--- config.mk ---
export PLATFORM = sky130hd
export DESIGN_NAME = coin_acceptor
export DESIGN_NICKNAME = d
export VERILOG_FILES = /design/src/rtl/vend_pkg.sv /design/src/rtl/coin_debounce.sv /design/src/rtl/coin_acceptor.sv
export SDC_FILE = /design/constraint.sdc
export NUM_CORES = 1
export LEC_CHECK = 0
export CORE_AREA = 2 2 94 96
export CTS_BUF_LIST = sky130_fd_sc_hd__clkbuf_2 sky130_fd_sc_hd__clkbuf_4 sky130_fd_sc_hd__clkbuf_8
export DETAILED_ROUTE_END_ITERATION = 16
export DIE_AREA = 0 0 96 98
export GPL_ROUTABILITY_DRIVEN = 0
export SLEW_MARGIN = 20
export SYNTH_ARGS = -nofsm -noshare
export SYNTH_HDL_FRONTEND = slang
export SYNTH_SLANG_ARGS = --single-unit
--- constraint.sdc ---
create_clock -name clk -period 3.75 [get_ports clk]
set_input_delay 0.9375 -clock clk [delete_from_list [all_inputs] [get_ports clk]]
set_output_delay 0.9375 -clock clk [all_outputs]
set_load 0.02 [all_outputs]
--- src/rtl/vend_pkg.sv ---
// Shared coin codes and acceptor state encoding for the vending front end.
// Imported by coin_debounce and coin_acceptor.
package vend_pkg;

  localparam logic [1:0] COIN_NONE = 2'b00;
  localparam logic [1:0] COIN_5    = 2'b01;
  localparam logic [1:0] COIN_10   = 2'b10;

  typedef enum logic [1:0] {
    COLLECT,
    DRAIN,
    GUARD
  } acc_state_e;

endpackage

--- src/rtl/coin_debounce.sv ---
// Two-flop synchroniser, debounce counter and rising-edge detect for one sensor.
// Ports: clk, rst (sync, active high), raw (async sensor), rise (one-cycle event).
module coin_debounce
  import vend_pkg::*;
#(
  parameter int DEBOUNCE_CYCLES = 16
) (
  input  logic clk,
  input  logic rst,
  input  logic raw,
  output logic rise
);

  localparam int CW = $clog2(DEBOUNCE_CYCLES + 1);

  logic          s1_q;
  logic          s2_q;
  logic          lvl_q, lvl_d;
  logic          dly_q;
  logic [CW-1:0] cnt_q, cnt_d;

  // Count consecutive synced samples that disagree with the accepted level;
  // any agreeing sample restarts the count.
  always_comb begin
    lvl_d = lvl_q;
    cnt_d = '0;
    if (s2_q != lvl_q) begin
      if (cnt_q == CW'(DEBOUNCE_CYCLES - 1)) begin
        lvl_d = s2_q;
      end else begin
        cnt_d = cnt_q + 1'b1;
      end
    end
  end

  always_ff @(posedge clk) begin
    if (rst) begin
      s1_q  <= 1'b0;
      s2_q  <= 1'b0;
      lvl_q <= 1'b0;
      dly_q <= 1'b0;
      cnt_q <= '0;
    end else begin
      s1_q  <= raw;
      s2_q  <= s1_q;
      lvl_q <= lvl_d;
      dly_q <= lvl_q;
      cnt_q <= cnt_d;
    end
  end

  assign rise = lvl_q & ~dly_q;

endmodule

--- src/rtl/coin_acceptor.sv ---
// Debounces the coin sensors, queues one transaction and replays it gap-free.
// Ports: clk, rst, coin5_raw, coin10_raw -> coin_code, busy, reject[, reject_cnt].
// Optional reject counter enabled by defining COIN_REJECT_COUNT_EN.
module coin_acceptor
  import vend_pkg::*;
#(
  parameter int DEBOUNCE_CYCLES = 16,
  parameter int IDLE_TIMEOUT    = 1000,
  parameter int DEPTH           = 4
) (
  input  logic       clk,
  input  logic       rst,
  input  logic       coin5_raw,
  input  logic       coin10_raw,
  output logic [1:0] coin_code,
  output logic       busy,
  output logic       reject
`ifdef COIN_REJECT_COUNT_EN
  ,
  output logic [7:0] reject_cnt
`endif
);

  localparam int IW = $clog2(IDLE_TIMEOUT + 1);
  localparam int CW = $clog2(DEPTH + 1);
  localparam int PW = (DEPTH > 1) ? $clog2(DEPTH) : 1;

  function automatic logic [PW-1:0] inc_ptr(input logic [PW-1:0] p);
    return (p == PW'(DEPTH - 1)) ? '0 : p + 1'b1;
  endfunction

  logic ev5, ev10, any_ev, both_ev;

  coin_debounce #(.DEBOUNCE_CYCLES(DEBOUNCE_CYCLES)) u_db5 (
    .clk (clk),
    .rst (rst),
    .raw (coin5_raw),
    .rise(ev5)
  );

  coin_debounce #(.DEBOUNCE_CYCLES(DEBOUNCE_CYCLES)) u_db10 (
    .clk (clk),
    .rst (rst),
    .raw (coin10_raw),
    .rise(ev10)
  );

  acc_state_e    state_q, state_d;
  logic [1:0]    mem_q [DEPTH];
  logic [1:0]    mem_d [DEPTH];
  logic [PW-1:0] wr_q, wr_d;
  logic [PW-1:0] rd_q, rd_d;
  logic [CW-1:0] cnt_q, cnt_d;
  logic [IW-1:0] idle_q, idle_d;
  logic [1:0]    code_q, code_d;
  logic          rej_q, rej_d;
  logic          push, pop, full;

  assign any_ev  = ev5 | ev10;
  assign both_ev = ev5 & ev10;
  assign full    = (cnt_q == CW'(DEPTH));

  always_comb begin
    state_d = state_q;
    mem_d   = mem_q;
    wr_d    = wr_q;
    rd_d    = rd_q;
    cnt_d   = cnt_q;
    idle_d  = idle_q;
    code_d  = COIN_NONE;
    rej_d   = 1'b0;
    push    = 1'b0;
    pop     = 1'b0;
    unique case (state_q)
      COLLECT: begin
        if (both_ev || (any_ev && full)) begin
          rej_d = 1'b1;
        end else if (any_ev) begin
          push = 1'b1;
        end
        if (push) begin
          idle_d = '0;
        end else if (cnt_q != '0 && idle_q != IW'(IDLE_TIMEOUT)) begin
          idle_d = idle_q + 1'b1;
        end
        // The first code is loaded on the way into DRAIN so it is
        // already on coin_code during the first DRAIN cycle.
        if (full || (!push && cnt_q != '0 &&
                     idle_d == IW'(IDLE_TIMEOUT))) begin
          state_d = DRAIN;
          pop     = 1'b1;
          idle_d  = '0;
        end
      end
      DRAIN: begin
        rej_d = any_ev;
        if (cnt_q != '0) begin
          pop = 1'b1;
        end else begin
          state_d = GUARD;
        end
      end
      GUARD: begin
        rej_d   = any_ev;
        state_d = COLLECT;
      end
      default: state_d = COLLECT;
    endcase
    if (push) begin
      mem_d[wr_q] = ev5 ? COIN_5 : COIN_10;
      wr_d        = inc_ptr(wr_q);
      cnt_d       = cnt_q + 1'b1;
    end
    if (pop) begin
      code_d = mem_q[rd_q];
      rd_d   = inc_ptr(rd_q);
      cnt_d  = cnt_q - 1'b1;
    end
  end

  always_ff @(posedge clk) begin
    if (rst) begin
      state_q <= COLLECT;
      for (int i = 0; i < DEPTH; i++) mem_q[i] <= COIN_NONE;
      wr_q    <= '0;
      rd_q    <= '0;
      cnt_q   <= '0;
      idle_q  <= '0;
      code_q  <= COIN_NONE;
      rej_q   <= 1'b0;
    end else begin
      state_q <= state_d;
      mem_q   <= mem_d;
      wr_q    <= wr_d;
      rd_q    <= rd_d;
      cnt_q   <= cnt_d;
      idle_q  <= idle_d;
      code_q  <= code_d;
      rej_q   <= rej_d;
    end
  end

  assign coin_code = code_q;
  assign busy      = (state_q != COLLECT);
  assign reject    = rej_q;

`ifdef COIN_REJECT_COUNT_EN
  logic [7:0] rcnt_q, rcnt_d;

  always_comb begin
    rcnt_d = rcnt_q;
    if (rej_d && rcnt_q != 8'hFF) rcnt_d = rcnt_q + 8'd1;
  end

  always_ff @(posedge clk) begin
    if (rst) rcnt_q <= '0;
    else     rcnt_q <= rcnt_d;
  end

  assign reject_cnt = rcnt_q;
`endif

endmodule
==> impl_results.md <==
- Status: finished, final reports clean
- Synth top cells by count: dfxtp_1 (48), nor2_1 (37), inv_1 (17), nand2_1 (16)
- Chip width: between 90 and 100 µm
- GRT Total Usage: about a tenth
- Grt ovf: 0
- Number of synthesized flops with an enable pin: 0
- Count leader, synth: dfxtp_1
- Via count: approximately 1800
- Number of clock sinks: 48
- Primary FF master, synth: dfxtp_1
- Final Core Density: 32.4%
- Post-synthesis instance area: around 2500 µm²
- Gate Count Post-Synth: 275
- I/O Buffers: 7
- CP startpoint kind: register
- CTS tree: built
- Achievable Freq: between 200 and 300 MHz
- # resized after CTS: 0
- Pleak: about 1 nW
- Vias in the first global route: 1739
- Worst setup margin: around 290 ps
- Post-synthesis sequential area ratio: about two fifths
- Die ar.: about 9400 µm²
- Die Ht: slightly below 100 µm
- CTS Buffer Depth: 2
- Hold Path Class: reg -> reg
- Tot Pwr: 980 µW
- Worst VDD drop: 0.122 mV
- Asr flop ratio synth: 0%
- Synth top area share: roughly 40%
- Max Cap Violations: 0
- WL met2: 2020 µm
- First-pass GRT wire length: 7750 µm
- # DRC: 0
- Clk Latency, worst-skew pair: around 300 ps
- Setup Slack @ Placement: ~210 ps
- Pwr dens: ~360 nW/µm²
- Max-slew violations: 0
- Hold_buf cts: 0
- Non-Filler Instances: about 400
- Antenna Cells: 0
- Crit. End Element: register
- Initial DRC Count: 90
- Largest net degree at the start of global routing: 36
- RSZ-0062 raised after global routing: no
- CTS buffer count: 5
- Fillers: around 850
- Vias per cell: approximately 4.7
- Rel. slew slack: approximately three fifths
- Crit path kind: reg -> reg
- Clk root buf: clkbuf_8
- Synth top area cells: dfxtp_1 (39%), ha_1 (7.6%), nor2_1 (5.7%)
- H-Tree Depth: 2
- Ports: 8
- Number of cells after detailed placement: approximately 380
- Area leader, netlist: dfxtp_1
- Std-Cell Rows: 34
- #FFs+latches synth: 48
- Setup TNS: 0 ps
- CP Data Arrival Time: approximately 3700 ps
- Cell variety after synth: 55
- Post-Route WL: 4460 µm
- Initial antenna violation count: 0
- Mapped Avg Cell Area: 8.93 µm²
- Starting density of the core: between 20 and 30%
- Post-DRT Antenna Nets: 0
- Net Count, Synth: approximately 300
- Period utilization: about 92%
- Layout cells sized above 1: roughly 11%
- Post-CTS Setup Bufs: 0
- Routed length per instance: 11.4 µm
- Final setup viols: 0
- WL met1: roughly 2300 µm
- Syn. warnings: 0
- Crit path max fanout: 8
- Fin. Hold Viols: 0
- Worst EP required: a little under 4000 ps
- Core area: roughly 8500 µm²
- DR top layer: met4
- Clk_skew: between 9 and 10 ps
- Nets@finish: 302
- P&R area growth vs syn: 11.8%
- DRT Pass-1 Iters: 4
- Worst-margin pin slew: a little over 600 ps
- DP HPWL: 3230 µm
- Metal3 WL: around 120 µm
- Clock transition at path regs: around 90 ps
- Final min period: around 3500 ps
## cell families after synthesis
kind of cell,Yosys count,synth area share (%)
muxes,9,4.69
buffers and inverters,29,4.79
adders and majority gates,16,8.46
xor gates and xnor gates,9,3.21
and+or+nand+nor,116,24.5
AOI/OAI and AO/OA,48,15.2
DFF,48,39.1
## final cells by class
type / count / area [µm²] / area share [%]
multi-input combinational: 198 / 1380 / 50.4
sequential: 48 / 961 / 35.0
tap: 108 / 135 / 4.92
timing repair buffer: 11 / 100 / 3.65
clock buffer: 6 / 82.6 / 3.01
inverter: 18 / 67.6 / 2.46
clock inverter: 2 / 15.0 / 0.547
## critical path, cell delays in order, from the launching register on
cell and delay, ps:
dfxtp_1 380, inv_1 90, ha_1 170, nand4b_2 170, o41ai_4 360, mux2i_1 170, or4_4 540, o21ai_4 260
inv_2 100, fa_1 410, nor4_2 320, nor4b_1 90, a311o_1 280
## routing by layer
| metal | track usage (%) | up-vias |
|---|---|---|
| met5 | 0 | - |
| met4 | 3.63 | 0 |
| met3 | 1.70 | 5 |
| met2 | 16.1 | 25 |
| met1 | 13.7 | 844 |
| li1 | - | 971 |
## where the power goes
group / internal, mW / switching, mW
Clock: 0.149 / 0.175
Sequential: 0.521 / 0.0148
Combinational: 0.0534 / 0.0670
## cell usage in the layout, fill, tap and decap left out, drive strengths merged, types with 5 or more instances in the layout
| cell type | Yosys | layout |
|---|---|---|
| a31o | 5 | 5 |
| nand2 | 17 | 17 |
| inv | 18 | 18 |
| nor2b | 12 | 12 |
| clkbuf | 5 | 6 |
| mux2i | 7 | 7 |
| clkdlybuf4s50 | 0 | 7 |
| a22o | 6 | 6 |
| or3 | 6 | 6 |
| nand3 | 5 | 5 |
| ha | 15 | 15 |
| o21ai | 6 | 6 |
| and3 | 8 | 8 |
| a21oi | 16 | 16 |
| nor3 | 12 | 12 |
| dfxtp | 48 | 48 |
| nor2 | 37 | 37 |
| xnor2 | 6 | 6 |
## worst paths after layout
check | startpoint | to | slack, ps | cells after the start
setup / recovery | idle_q[0] | cnt_q[2] | 290 | 12
hold / removal | u_db10.s1_q | u_db10.s2_q | 440 | 1
setup reg to reg | idle_q[0] | cnt_q[2] | 290 | 12
hold reg to reg | u_db10.s1_q | u_db10.s2_q | 440 | 1
## sequential cells by signal (all words and copies together), names as in the netlist, 2 cells and up
signal / count
cnt_q: 3
coin_code: 2
idle_q: 10
mem_q: 8
rd_q: 2
state_q: 2
u_db10.cnt_q: 5
u_db5.cnt_q: 5
wr_q: 2
## stage by stage
step	hold slack, ps	cell area, µm²
6_report	443	2740
5_1_grt	463	2740
4_1_cts	448	2740
3_5_place_dp	426	2640
3_3_place_gp	420	2640
2_1_floorplan	414	2450
(Power assumes the default switching activity.)
